==> src/rtl/color_pkg.sv <==
// Shared definitions for the colour register-file write path.
package color_pkg;

   // Handshake initiator states
   typedef enum logic [2:0] {
      ST_IDLE,
      ST_SEND,
      ST_RELEASE,
      ST_DONE,
      ST_ERR
   } state_t;

   // Nibbles per colour and their register-file addresses
   localparam int NIBBLES = 6;

   localparam logic [3:0] ADDR_RH = 4'd0;
   localparam logic [3:0] ADDR_RL = 4'd1;
   localparam logic [3:0] ADDR_GH = 4'd2;
   localparam logic [3:0] ADDR_GL = 4'd3;
   localparam logic [3:0] ADDR_BH = 4'd4;
   localparam logic [3:0] ADDR_BL = 4'd5;

   // Selects the nibble of an {R,G,B} word that lives at a given address
   function automatic logic [3:0] nibble_of(input logic [23:0] rgb, input logic [3:0] addr);
      logic [3:0] nib;
      nib = 4'h0;
      case (addr)
         ADDR_RH: nib = rgb[23:20];
         ADDR_RL: nib = rgb[19:16];
         ADDR_GH: nib = rgb[15:12];
         ADDR_GL: nib = rgb[11:8];
         ADDR_BH: nib = rgb[7:4];
         ADDR_BL: nib = rgb[3:0];
         default: nib = 4'h0;
      endcase
      return nib;
   endfunction

endpackage

==> src/rtl/hs_timeout_counter.sv <==
// Per-phase timeout counter for four-phase handshake initiators.
// expired is raised during the TIMEOUT-th enabled cycle after a clear, so the
// owning FSM leaves the phase after exactly TIMEOUT cycles in it.
module hs_timeout_counter #(
   parameter int TIMEOUT = 255
) (
   input  logic clk,
   input  logic rst,
   input  logic clear,
   input  logic enable,
   output logic expired
);

   localparam int W = $clog2(TIMEOUT + 1);

   logic [W-1:0] count;

   assign expired = enable && (count >= W'(TIMEOUT - 1));

   // Count enabled cycles since the last clear, saturating once expired
   always_ff @(posedge clk) begin
      if (rst || clear) begin
         count <= '0;
      end else if (enable && !expired) begin
         count <= count + 1'b1;
      end
   end

endmodule

==> src/rtl/color_regfile_writer.sv <==
// Serialises a 24-bit RGB colour into six 4-bit register-file writes.
// Handshake: valid rises with stable channel/address/data, the regfile raises
// ack, valid falls, the regfile drops ack, and only then may the next nibble
// raise valid. Any phase lasting TIMEOUT cycles aborts the transfer with err.
module color_regfile_writer
   import color_pkg::*;
#(
   parameter int TIMEOUT = 255
) (
   input  logic        clk,
   input  logic        rst,
   input  logic        req,
   input  logic [1:0]  req_channel,
   input  logic [23:0] req_rgb,
   output logic        ready,
   output logic        done,
   output logic        err,
   output logic [1:0]  channel,
   output logic [3:0]  address,
   output logic [3:0]  data,
   output logic        valid,
   input  logic        ack
);

   state_t      state;
   state_t      state_next;
   logic [3:0]  idx;
   logic [23:0] rgb_q;
   logic [1:0]  ch_q;
   logic        expired;
   logic        timer_clear;
   logic        timer_enable;

   // Timer restarts on every state change and runs only in handshake phases
   assign timer_clear  = (state_next != state);
   assign timer_enable = (state == ST_SEND) || (state == ST_RELEASE);

   hs_timeout_counter #(
      .TIMEOUT (TIMEOUT)
   ) u_timeout (
      .clk     (clk),
      .rst     (rst),
      .clear   (timer_clear),
      .enable  (timer_enable),
      .expired (expired)
   );

   // Next-state logic; timeout wins over ack in the same cycle
   always_comb begin
      state_next = state;
      case (state)
         ST_IDLE: begin
            if (req) state_next = ST_SEND;
         end
         ST_SEND: begin
            if (expired)  state_next = ST_ERR;
            else if (ack) state_next = ST_RELEASE;
         end
         ST_RELEASE: begin
            if (expired) begin
               state_next = ST_ERR;
            end else if (!ack) begin
               state_next = (idx == 4'(NIBBLES - 1)) ? ST_DONE : ST_SEND;
            end
         end
         ST_DONE: state_next = ST_IDLE;
         ST_ERR:  state_next = ST_IDLE;
         default: state_next = ST_IDLE;
      endcase
   end

   // State register, request capture and nibble index advance
   always_ff @(posedge clk) begin
      if (rst) begin
         state <= ST_IDLE;
         idx   <= '0;
         rgb_q <= '0;
         ch_q  <= '0;
      end else begin
         state <= state_next;
         if (state == ST_IDLE && req) begin
            rgb_q <= req_rgb;
            ch_q  <= req_channel;
            idx   <= '0;
         end else if (state == ST_RELEASE && state_next == ST_SEND) begin
            idx <= idx + 1'b1;
         end
      end
   end

   assign ready   = (state == ST_IDLE);
   assign done    = (state == ST_DONE);
   assign err     = (state == ST_ERR);
   assign valid   = (state == ST_SEND);
   assign channel = ch_q;
   assign address = idx;
   assign data    = nibble_of(rgb_q, idx);

endmodule

==> config.mk <==
export PLATFORM = sky130hd
export DESIGN_NAME = color_regfile_writer
export DESIGN_NICKNAME = d
export VERILOG_FILES = /design/src/rtl/color_pkg.sv /design/src/rtl/hs_timeout_counter.sv /design/src/rtl/color_regfile_writer.sv
export SDC_FILE = /design/constraint.sdc
export NUM_CORES = 1
export LEC_CHECK = 0
export BUFFER_PORTS_ARGS = -buffer_cell sky130_fd_sc_hd__buf_2
export CORE_MARGIN = 2
export CORE_UTILIZATION = 23
export DETAILED_ROUTE_END_ITERATION = 8
export GPL_TIMING_DRIVEN = 0
export PLACE_DENSITY_LB_ADDON = 0.08
export SYNTH_ARGS = -nofsm -noshare
export SYNTH_HDL_FRONTEND = slang
export SYNTH_SLANG_ARGS = --single-unit
export TNS_END_PERCENT = 10
==> constraint.sdc <==
create_clock -name clk -period 1.95 [get_ports clk]
set_clock_uncertainty 0.2 [all_clocks]
set_input_delay 0.0975 -clock clk [delete_from_list [all_inputs] [get_ports clk]]
set_output_delay 0.0975 -clock clk [all_outputs]
set_load 0.05 [all_outputs]
==> summary.md, run 1 <==
| Metric | Value |
|---|---|
| Mapped Nets | 282 |
| Asr flop ratio synth | 0% |
| Placed cell count | 397 |
| HPWL Detailed | 4.33 mm |
| Syn Area/Cell | 8.17 sq um |
| Share of layout cells above drive strength 1 | 33.0% |
| Die area | 9510 sq um |
| Core Area | 8590 sq um |
| Clock Sinks | 41 |
| Total power | 2.01 mW |
| Design area | 3040 sq um |
| Max rail drop VDD | 0.000217 V |
| Max-slew headroom | 63.4% |
| Cell Rows | 34 |
| WL final | 6.23 mm |
| TritonCTS clock tree | built |
| Antenna cell count | 0 |
| Antenna violations before repair | 0 |
| Area grow syn2layout | 51.4% |
| Failing checks | setup timing |
| Commonest non-fill, non-tap cells in the layout | nand2_1 (63), buf_2 (43), a21oi_1 (39) |
| Total GRT Usage | 13.4% |
| First-pass GRT wire length | 10.2 mm |
| CP Capture Type | output port |
| CTS Buf Count | 5 |
| Post-synthesis sequential area ratio | 40.8% |
| Tmin final | 2.02 ns |
| #FFs+latches synth | 41 |
| IO Port Bufs | 43 |
| Reg area | 835 sq um |
| DIE WIDTH | 97.5 microns |
| First drt pass iteration count | 4 |
| Layer with the highest usage | met2 |
| Clock Path Buffers | 2 |
| Routability-driven placement congestion ratio | 0.710 |
| Pwr dens | 659 nW/um^2 |
| Grt ovf | 0 |
| Core Util, Final | 35.4% |
| Worst-margin pin slew | 0.548 ns |
| Cell Area, Placed | 2390 sq um |
| Initial DRC count | 49 |
| Root Driver | clkbuf_8 |
| M2 GR Usage | 21.6% |
| Crit path max fanout | 4 |
| Setup CP Type | reg -> out |
| Met1 Usage GRT | 18.3% |
| Min-Delay Path Class | in -> reg |
| Worst Hold Launch | req |
| EDFF count, synth | 0 |
| Clk pin slew, worst setup/hold paths | 0.09 ns |
| Pre-CTS WS | -0.220 ns |
| RSZ-0062 raised after global routing | true |
| Cell Count, Final, Fillers Out | 441 |
| Tcrit/Tclk final | 104% |
| Drt wl/cell | 14.1 microns |
| Cell area after synthesis | 2010 sq um |
| GR Util met3 | 2.45% |
| RR Startpoint | u_timeout.count[0]$_SDFFE_PP0P_ |
| Initial Utilization | 23.4% |
| Maxcap violations | 0 |
| Final nets | 368 |
| ANT nets after route | 0 |
| Setup violators final | 1 |
| Synth Flop Type | dfxtp_1 |
| Max Slew Vio Count | 0 |
| Vias per std cell | 4.55 |
| Multi-input gate area | 1240 sq um |
| Crit. Startpoint | address[1]$_SDFFE_PP0P_ |
| Vias | 2005 |
| Num ports | 44 |
| Most common cell after layout, fill and taps aside | nand2_1 |
| Vias in the first global route | 2000 |
| Fillcell total | 926 |
| Syn Inst Count | 246 |
| Distinct cells, synth | 46 |
| Critical path arrival | 1.72 ns |
| Startpoint Class | register |
| Status | complete, but fails checks |
| Hold Slack | 0.0509 ns |
| Worst-Skew Late Latency | 0.30 ns |
| Synth warn | 0 |
| H-tree levels | 2 |
| Final Worst Setup Slack | -0.0705 ns |
| Final hold viol count | 0 |
| Static leakage | 1.15 nW |
| Max Fclk | 495 MHz |
| Setup TNS | -0.0705 ns |
| Required @ worst endpoint | 1.65 ns |
| Largest net degree at the start of global routing | 14 |
| Chip Height | 97.5 microns |
| DR DRC count | 0 |
[area by class of cell]
class	count	share of cell area [%]
well taps	108	4.44
flip-flops and latches	41	27.4
plain buffers	13	2.55
clock inverters	2	1.19
inverters	5	0.781
clock buffers	6	2.71
multi-input cells	185	40.7
repair buffers	81	20.2
[report_power, final]
| part | switching (mW) | internal, mW | leakage [nW] |
|---|---|---|---|
| Sequential | 0.0268 | 0.872 | 0.338 |
| Combinational | 0.202 | 0.165 | 0.753 |
| Clock | 0.323 | 0.418 | 0.0617 |
[Yosys cell counts (2+ instances only)]
library cell / number / area share [%]
nand2_1: 64 / 12
dfxtp_1: 41 / 41
a21oi_1: 39 / 9.7
nor3_1: 10 / 2.5
buf_2: 6 / 1.5
ha_1: 6 / 3.7
a211oi_1: 5 / 1.9
clkbuf_1: 5 / 0.93
inv_1: 5 / 0.93
nand3_1: 5 / 1.2
nor2_1: 5 / 0.93
xnor2_1: 4 / 1.7
a222oi_1: 3 / 1.5
a31oi_1: 3 / 0.93
mux2i_1: 3 / 1.5
o21ai_0: 3 / 0.75
a211o_1: 2 / 0.87
a22oi_1: 2 / 0.75
and2_1: 2 / 0.62
buf_4: 2 / 0.75
buf_6: 2 / 1.1
nand4b_1: 2 / 0.87
nor3b_1: 2 / 0.75
nor4_1: 2 / 0.62
o211ai_1: 2 / 0.75
[worst paths after layout]
kind / end / slack [ns] / cells past startpoint
worst max-delay path: data[3] / -0.07 / 5
worst min-delay path: rgb_q[6]$_SDFFE_PP0P_ / 0.05 / 4
worst max register to register: address[3]$_SDFFE_PP0P_ / 0.09 / 7
worst min register to register: rgb_q[6]$_SDFFE_PP0P_ / 0.26 / 2
[flip-flops by register name, summed over array words and instances, names as in the netlist]
signal and flops:
state 3, channel 2, address 4, rgb_q 24
u_timeout.count 8
[layer usage]
metal	wire length, microns	vias up	part of all wire, %
met5	0	-	0
met4	65	0	1.0
met3	158	4	2.5
met2	2900	26	46
met1	3110	938	50
li1	-	1037	-
[repair_timing]
action	CTS	global route
hold buffers	28	0
pin swaps	11	11
endpoints found under the hold margin	31	0
resized for setup	28	21
endpoints found under the setup margin	18	21
buffers inserted	7	3
[logic make-up after synthesis]
group / Yosys count / synth area share, %
AO/OA/AOI/OAI: 66 / 20.5
XOR/XNOR: 5 / 3.11
adder cells (fa/ha/maj): 6 / 3.73
buffers and inverters: 20 / 5.23
flip-flops: 41 / 40.8
multiplexers: 3 / 1.49
AND/OR/NAND/NOR: 105 / 25.1
[critical path, stage by stage (launching register included)]
cell and delay (ns):
dfxtp_4 0.37, buf_6 0.12, ha_4 0.17, a222oi_1 0.43
a211oi_2 0.16, buf_6 0.18
(Power assumes the default switching activity.)
==> run 2: changes to the inputs <==
CORE_MARGIN = not set   (was 2)
SETUP_SLACK_MARGIN = 0.1   (was not set)
==> summary.md, run 2 (synthesis gave the netlist of run 1 again) <==
| Metric | Value |
|---|---|
| Worst-Skew Late Latency | 0.29 ns (about the same) |
| Grt ovf | 0 (unchanged) |
| Antenna violations before repair | 0 (unchanged) |
| Initial Utilization | 24.1% (+0.71 points) |
| Clk pin slew, worst setup/hold paths | 0.09 ns (about the same) |
| Max reg flops | 24 (unchanged) |
| IO Port Bufs | 43 (unchanged) |
| TritonCTS clock tree | built |
| Vias in the first global route | 1751 (-12%) |
| Status | complete, but fails checks |
| Required @ worst endpoint | 1.65 ns (about the same) |
| Tmin final | 1.95 ns (-0.0674 ns) |
| Reg with most FFs | rgb_q |
| CP Capture Type | output port |
| First-pass GRT wire length | 9.53 mm (-6.2%) |
| DIE WIDTH | 95.5 microns (-2.1%) |
| Final Worst Setup Slack | -0.00318 ns (+0.0674 ns) |
| Cell Rows | 33 (-2.9%) |
| WL final | 6.09 mm (-2.2%) |
| Final hold viol count | 0 (unchanged) |
| Worst-margin pin slew | 0.495 ns (-0.0532 ns) |
| Setup CP Type | reg -> out |
| Pwr dens | 652 nW/um^2 (-1.0%) |
| Vias per std cell | 4.54 (about the same) |
| Static leakage | 1.19 nW (+3.1%) |
| ANT nets after route | 0 (unchanged) |
| Drt wl/cell | 13.9 microns (-1.3%) |
| Initial DRC count | 45 (-8.2%) |
| Failing checks | setup timing |
| Total GRT Usage | 14.1% (+0.73 points) |
| Reg area | 838 sq um (+0.45%) |
| H-tree levels | 2 (unchanged) |
| Largest net degree at the start of global routing | 14 (unchanged) |
| Design area | 3060 sq um (+0.66%) |
| Chip Height | 95.5 microns (-2.1%) |
| Multi-input gate area | 1260 sq um (+1.4%) |
| Final nets | 367 (-0.27%) |
| CTS Buf Count | 5 (unchanged) |
| Vias | 1986 (-0.95%) |
| Max Slew Vio Count | 0 (unchanged) |
| Commonest non-fill, non-tap cells in the layout | nand2_1 (62), buf_2 (41), a21oi_1 (39) |
| Startpoint Class | register |
| Critical path arrival | 1.66 ns (-0.06 ns) |
| First drt pass iteration count | 6 (+2) |
| Hold Slack | 0.0335 ns (-0.0174 ns) |
| Die area | 9120 sq um (-4.1%) |
| Root Driver | clkbuf_8 |
| Clock Path Buffers | 2 (unchanged) |
| Max rail drop VDD | 0.000313 V (+44%) |
| Most common cell after layout, fill and taps aside | nand2_1 |
| HPWL Detailed | 4.24 mm (-2.2%) |
| Core Util, Final | 36.7% (+1.3 points) |
| Core Area | 8340 sq um (-2.9%) |
| Fillcell total | 897 (-3.1%) |
| Area grow syn2layout | 52.4% |
| RSZ-0062 raised after global routing | true |
| Crit path max fanout | 4 (unchanged) |
| Num ports | 44 (unchanged) |
| Share of layout cells above drive strength 1 | 34.3% (+1.3 points) |
| Antenna cell count | 0 (unchanged) |
| DR DRC count | 0 (unchanged) |
| Maxcap violations | 0 (unchanged) |
| Cell Area, Placed | 2400 sq um (+0.21%) |
| Clock Sinks | 41 (unchanged) |
| Max-slew headroom | 67.0% (+3.5 points) |
| Tcrit/Tclk final | 100% (-3.5 points) |
| Max Fclk | 512 MHz (+3.4%) |
| Setup violators final | 1 (unchanged) |
| Routability-driven placement congestion ratio | 0.738 (+3.9%) |
| Min-Delay Path Class | in -> reg |
run 2: path summary, 6_finish.rpt:
check        slack (ns)  depth (start not counted)                      end                             from
max              -0.003                          7                  data[1]          address[1]$_SDFFE_PP0P_
min                0.03                          4    rgb_q[4]$_SDFFE_PP0P_                              req
max reg2reg        0.04                          6  address[3]$_SDFFE_PP0P_  u_timeout.count[0]$_SDFFE_PP0P_
min reg2reg        0.26                          2    rgb_q[7]$_SDFFE_PP0P_            rgb_q[7]$_SDFFE_PP0P_
run 2: routing by layer:
metal	track usage (%)	vias up	part of all wire [%]	wire length, microns
met4	4.10	0	0.62	38
li1	-	1044	-	-
met3	2.95	2	4.3	259
met1	21.0	896	52	3180
met2	20.2	44	43	2610
met5	0	-	0	0
run 2: metrics by stage:
| stage | instances | setup slack [ns] | power, mW | TNS (ns) |
|---|---|---|---|---|
| after floorplan | 246 | -0.156 | 1.11 | -0.520 |
| after global placement | 394 | -0.190 | 1.21 | -1.57 |
| after detailed placement | 394 | -0.167 | 1.21 | -1.14 |
| after CTS | 437 | -0.0553 | 2.04 | -0.123 |
| after global routing | 437 | -0.0730 | 2.10 | -0.220 |
| final | 437 | -0.00318 | 2.00 | -0.00318 |
run 2: critical path, stage by stage, from the launching register on:
cell and delay (ns):
dfxtp_4 0.37, buf_4 0.16, ha_4 0.16, a22oi_2 0.17, a21oi_1 0.08, a31oi_1 0.17
o21ai_2 0.09, buf_6 0.16
run 2: layout make-up:
class | count | share of cell area [%]
Tap cell | 105 | 4.29
Inverter | 5 | 0.857
Clock inverter | 2 | 1.18
Clock buffer | 6 | 2.69
Multi-Input combinational cell | 185 | 41.0
Buffer | 13 | 2.90
Timing Repair Buffer | 80 | 19.7
Sequential cell | 41 | 27.4
run 2: repair_timing:
item                       4_1_cts  5_1_grt
hold endpoints to repair        31        0
gates resized for setup         43       18
setup endpoints to repair       20       40
hold buffers                    28        0
setup buffers                    7        2
pin swaps                       20        9
run 2: where the power goes:
part	switching (mW)	internal, mW	total (mW)	leakage [nW]
sequential	0.0286	0.873	0.901	0.340
combinational	0.196	0.155	0.350	0.788
clock	0.328	0.418	0.746	0.0617
==> run 3: changes to the inputs <==
CELL_PAD_IN_SITES_DETAIL_PLACEMENT = 1   (was not set)
CELL_PAD_IN_SITES_GLOBAL_PLACEMENT = 1   (was not set)
CORE_ASPECT_RATIO = 0.7   (was not set)
==> summary.md, run 3 (synthesis gave the netlist of run 1 again) <==
| Metric | Value |
|---|---|
| Status | complete, but fails checks |
| Failing checks | setup timing |
| Placed cell count | 409 (+3.8%) |
| Setup TNS | -0.128 ns (-0.125 ns) |
| Initial Utilization | 23.7% (-0.39 points) |
| Antenna cell count | 0 (unchanged) |
| Tmin final | 2.00 ns (+0.0514 ns) |
| Hold Slack | 0.0142 ns (-0.0193 ns) |
| Critical path arrival | 2.03 ns (+0.37 ns) |
| Pwr dens | 717 nW/um^2 (+10%) |
| DIE WIDTH | 114 microns (+19%) |
| Vias | 2073 (+4.4%) |
| Worst-margin pin slew | 0.535 ns (+0.0403 ns) |
| Required @ worst endpoint | 1.97 ns (+0.32 ns) |
| TritonCTS clock tree | built |
| HPWL Detailed | 4.80 mm (+13%) |
| Worst Hold Launch | rst |
| Vias per std cell | 4.58 (+0.69%) |
| Fillcell total | 1024 (+14%) |
| Cell Rows | 28 (-15%) |
| Commonest non-fill, non-tap cells in the layout | nand2_1 (63), buf_2 (42), a21oi_1 (37) |
| Min-Delay Path Class | in -> reg |
| Setup CP Type | reg -> reg |
| Initial DRC count | 70 (+56%) |
| RR Startpoint | address[1]$_SDFFE_PP0P_ |
| Static leakage | 1.22 nW (+2.7%) |
| Routability-driven placement congestion ratio | 0.771 (+4.4%) |
| Num ports | 44 (unchanged) |
| Max reg flops | 24 (unchanged) |
| Design area | 3170 sq um (+3.3%) |
| RSZ-0062 raised after global routing | true |
| DR DRC count | 0 (unchanged) |
| Clock Sinks | 41 (unchanged) |
| ANT nets after route | 0 (unchanged) |
| Total power | 2.27 mW (+14%) |
| Crit path max fanout | 7 (+3) |
| Cell Area, Placed | 2420 sq um (+0.78%) |
| Grt ovf | 0 (unchanged) |
| Vias in the first global route | 2107 (+20%) |
| Reg with most FFs | rgb_q |
| Die area | 9130 sq um (about the same) |
| IO Port Bufs | 43 (unchanged) |
| Crit. Startpoint | address[1]$_SDFFE_PP0P_ |
| Root Driver | clkbuf_16 |
| Chip Height | 80.2 microns (-16%) |
| First-pass GRT wire length | 11.4 mm (+20%) |
| Max Fclk | 499 MHz (-2.6%) |
| Startpoint Class | register |
| Max-slew headroom | 64.3% (-2.7 points) |
| Core Util, Final | 37.4% (+0.61 points) |
| WL final | 6.99 mm (+15%) |
| Max rail drop VDD | 0.000288 V (-8.0%) |
| Most common cell after layout, fill and taps aside | nand2_1 |
| Final Worst Setup Slack | -0.0546 ns (-0.0514 ns) |
| Clock Path Buffers | 2 (unchanged) |
| Share of layout cells above drive strength 1 | 35.7% (+1.4 points) |
| Maxcap violations | 0 (unchanged) |
| Pre-CTS WS | -0.287 ns (-0.120 ns) |
| Total GRT Usage | 16.6% (+2.5 points) |
| Area grow syn2layout | 57.5% |
| Core Area | 8480 sq um (+1.7%) |
| Clk pin slew, worst setup/hold paths | 0.06 ns (-0.03 ns) |
| Final hold viol count | 0 (unchanged) |
| H-tree levels | 2 (unchanged) |
| Max Slew Vio Count | 0 (unchanged) |
| First drt pass iteration count | 4 (-2) |
| Worst-Skew Late Latency | 0.28 ns (about the same) |
| Final nets | 368 (+0.27%) |
| Setup violators final | 4 (+3) |
| Drt wl/cell | 15.4 microns (+11%) |
| Tcrit/Tclk final | 103% (+2.6 points) |
| Antenna violations before repair | 0 (unchanged) |
| Cell Count, Final, Fillers Out | 453 (+3.7%) |
| Largest net degree at the start of global routing | 13 (-1) |
| CP Capture Type | register |
| CTS Buf Count | 5 (unchanged) |
[run 3: cell count changes in the layout (fill, tap and decap cells not counted), moves of 3 or more]
| cell | delta |
|---|---|
| clkbuf_16 | +6 |
| clkbuf_8 | -5 |
| dfxtp_1 | +3 |
| dfxtp_2 | -3 |
| ha_2 | +3 |
| ha_4 | -3 |
| nor3_1 | -3 |
| nor3_2 | +3 |
[run 3: path summary, 6_finish.rpt]
check	slack (ns)	cells after the start	end
worst max-delay path	-0.05	7	address[3]$_SDFFE_PP0P_
worst min-delay path	0.01	3	address[3]$_SDFFE_PP0P_
worst min register to register	0.26	2	channel[1]$_SDFFE_PP0P_
worst max register to register	-0.05	7	address[3]$_SDFFE_PP0P_
[run 3: per-layer routing]
metal / vias to the layer above / share of wire (%) / track usage, % / routed length [microns]
met5: - / 0 / 0 / 0
met4: 0 / 1.1 / 4.74 / 77
met3: 8 / 2.6 / 2.79 / 182
met2: 30 / 42 / 24.8 / 2920
met1: 999 / 55 / 24.3 / 3810
li1: 1036 / - / - / -
[run 3: final cells by class]
| class | count | area, sq um | area share (%) |
|---|---|---|---|
| clock inverter | 1 | 30.0 | 0.948 |
| clock buffer | 7 | 143 | 4.50 |
| sequential | 41 | 835 | 26.4 |
| inverter | 5 | 23.8 | 0.751 |
| timing repair buffer | 79 | 591 | 18.6 |
| tap | 120 | 150 | 4.74 |
| buffer | 15 | 120 | 3.79 |
| multi-input combinational | 185 | 1270 | 40.3 |
[run 3: power breakdown]
part | total, mW | internal, mW | leakage (nW) | switching, mW
combinational | 0.380 | 0.170 | 0.800 | 0.209
clock | 0.989 | 0.640 | 0.0841 | 0.348
sequential | 0.902 | 0.874 | 0.338 | 0.0288
[run 3: what timing repair did]
item | 4_1_cts | 5_1_grt
buffers inserted | 9 | 0
endpoints found under the setup margin | 20 | 37
gates resized for setup | 51 | 10
hold buffers | 27 | 0
pin swaps | 20 | 10
endpoints found under the hold margin | 27 | 0
[run 3: worst max-delay path, stage by stage, from the launching register on]
cell and delay [ns]:
dfxtp_4 0.38, inv_4 0.05, ha_2 0.17, buf_6 0.13, and3b_2 0.23, or2_4 0.26
or4_1 0.40, a21oi_1 0.12
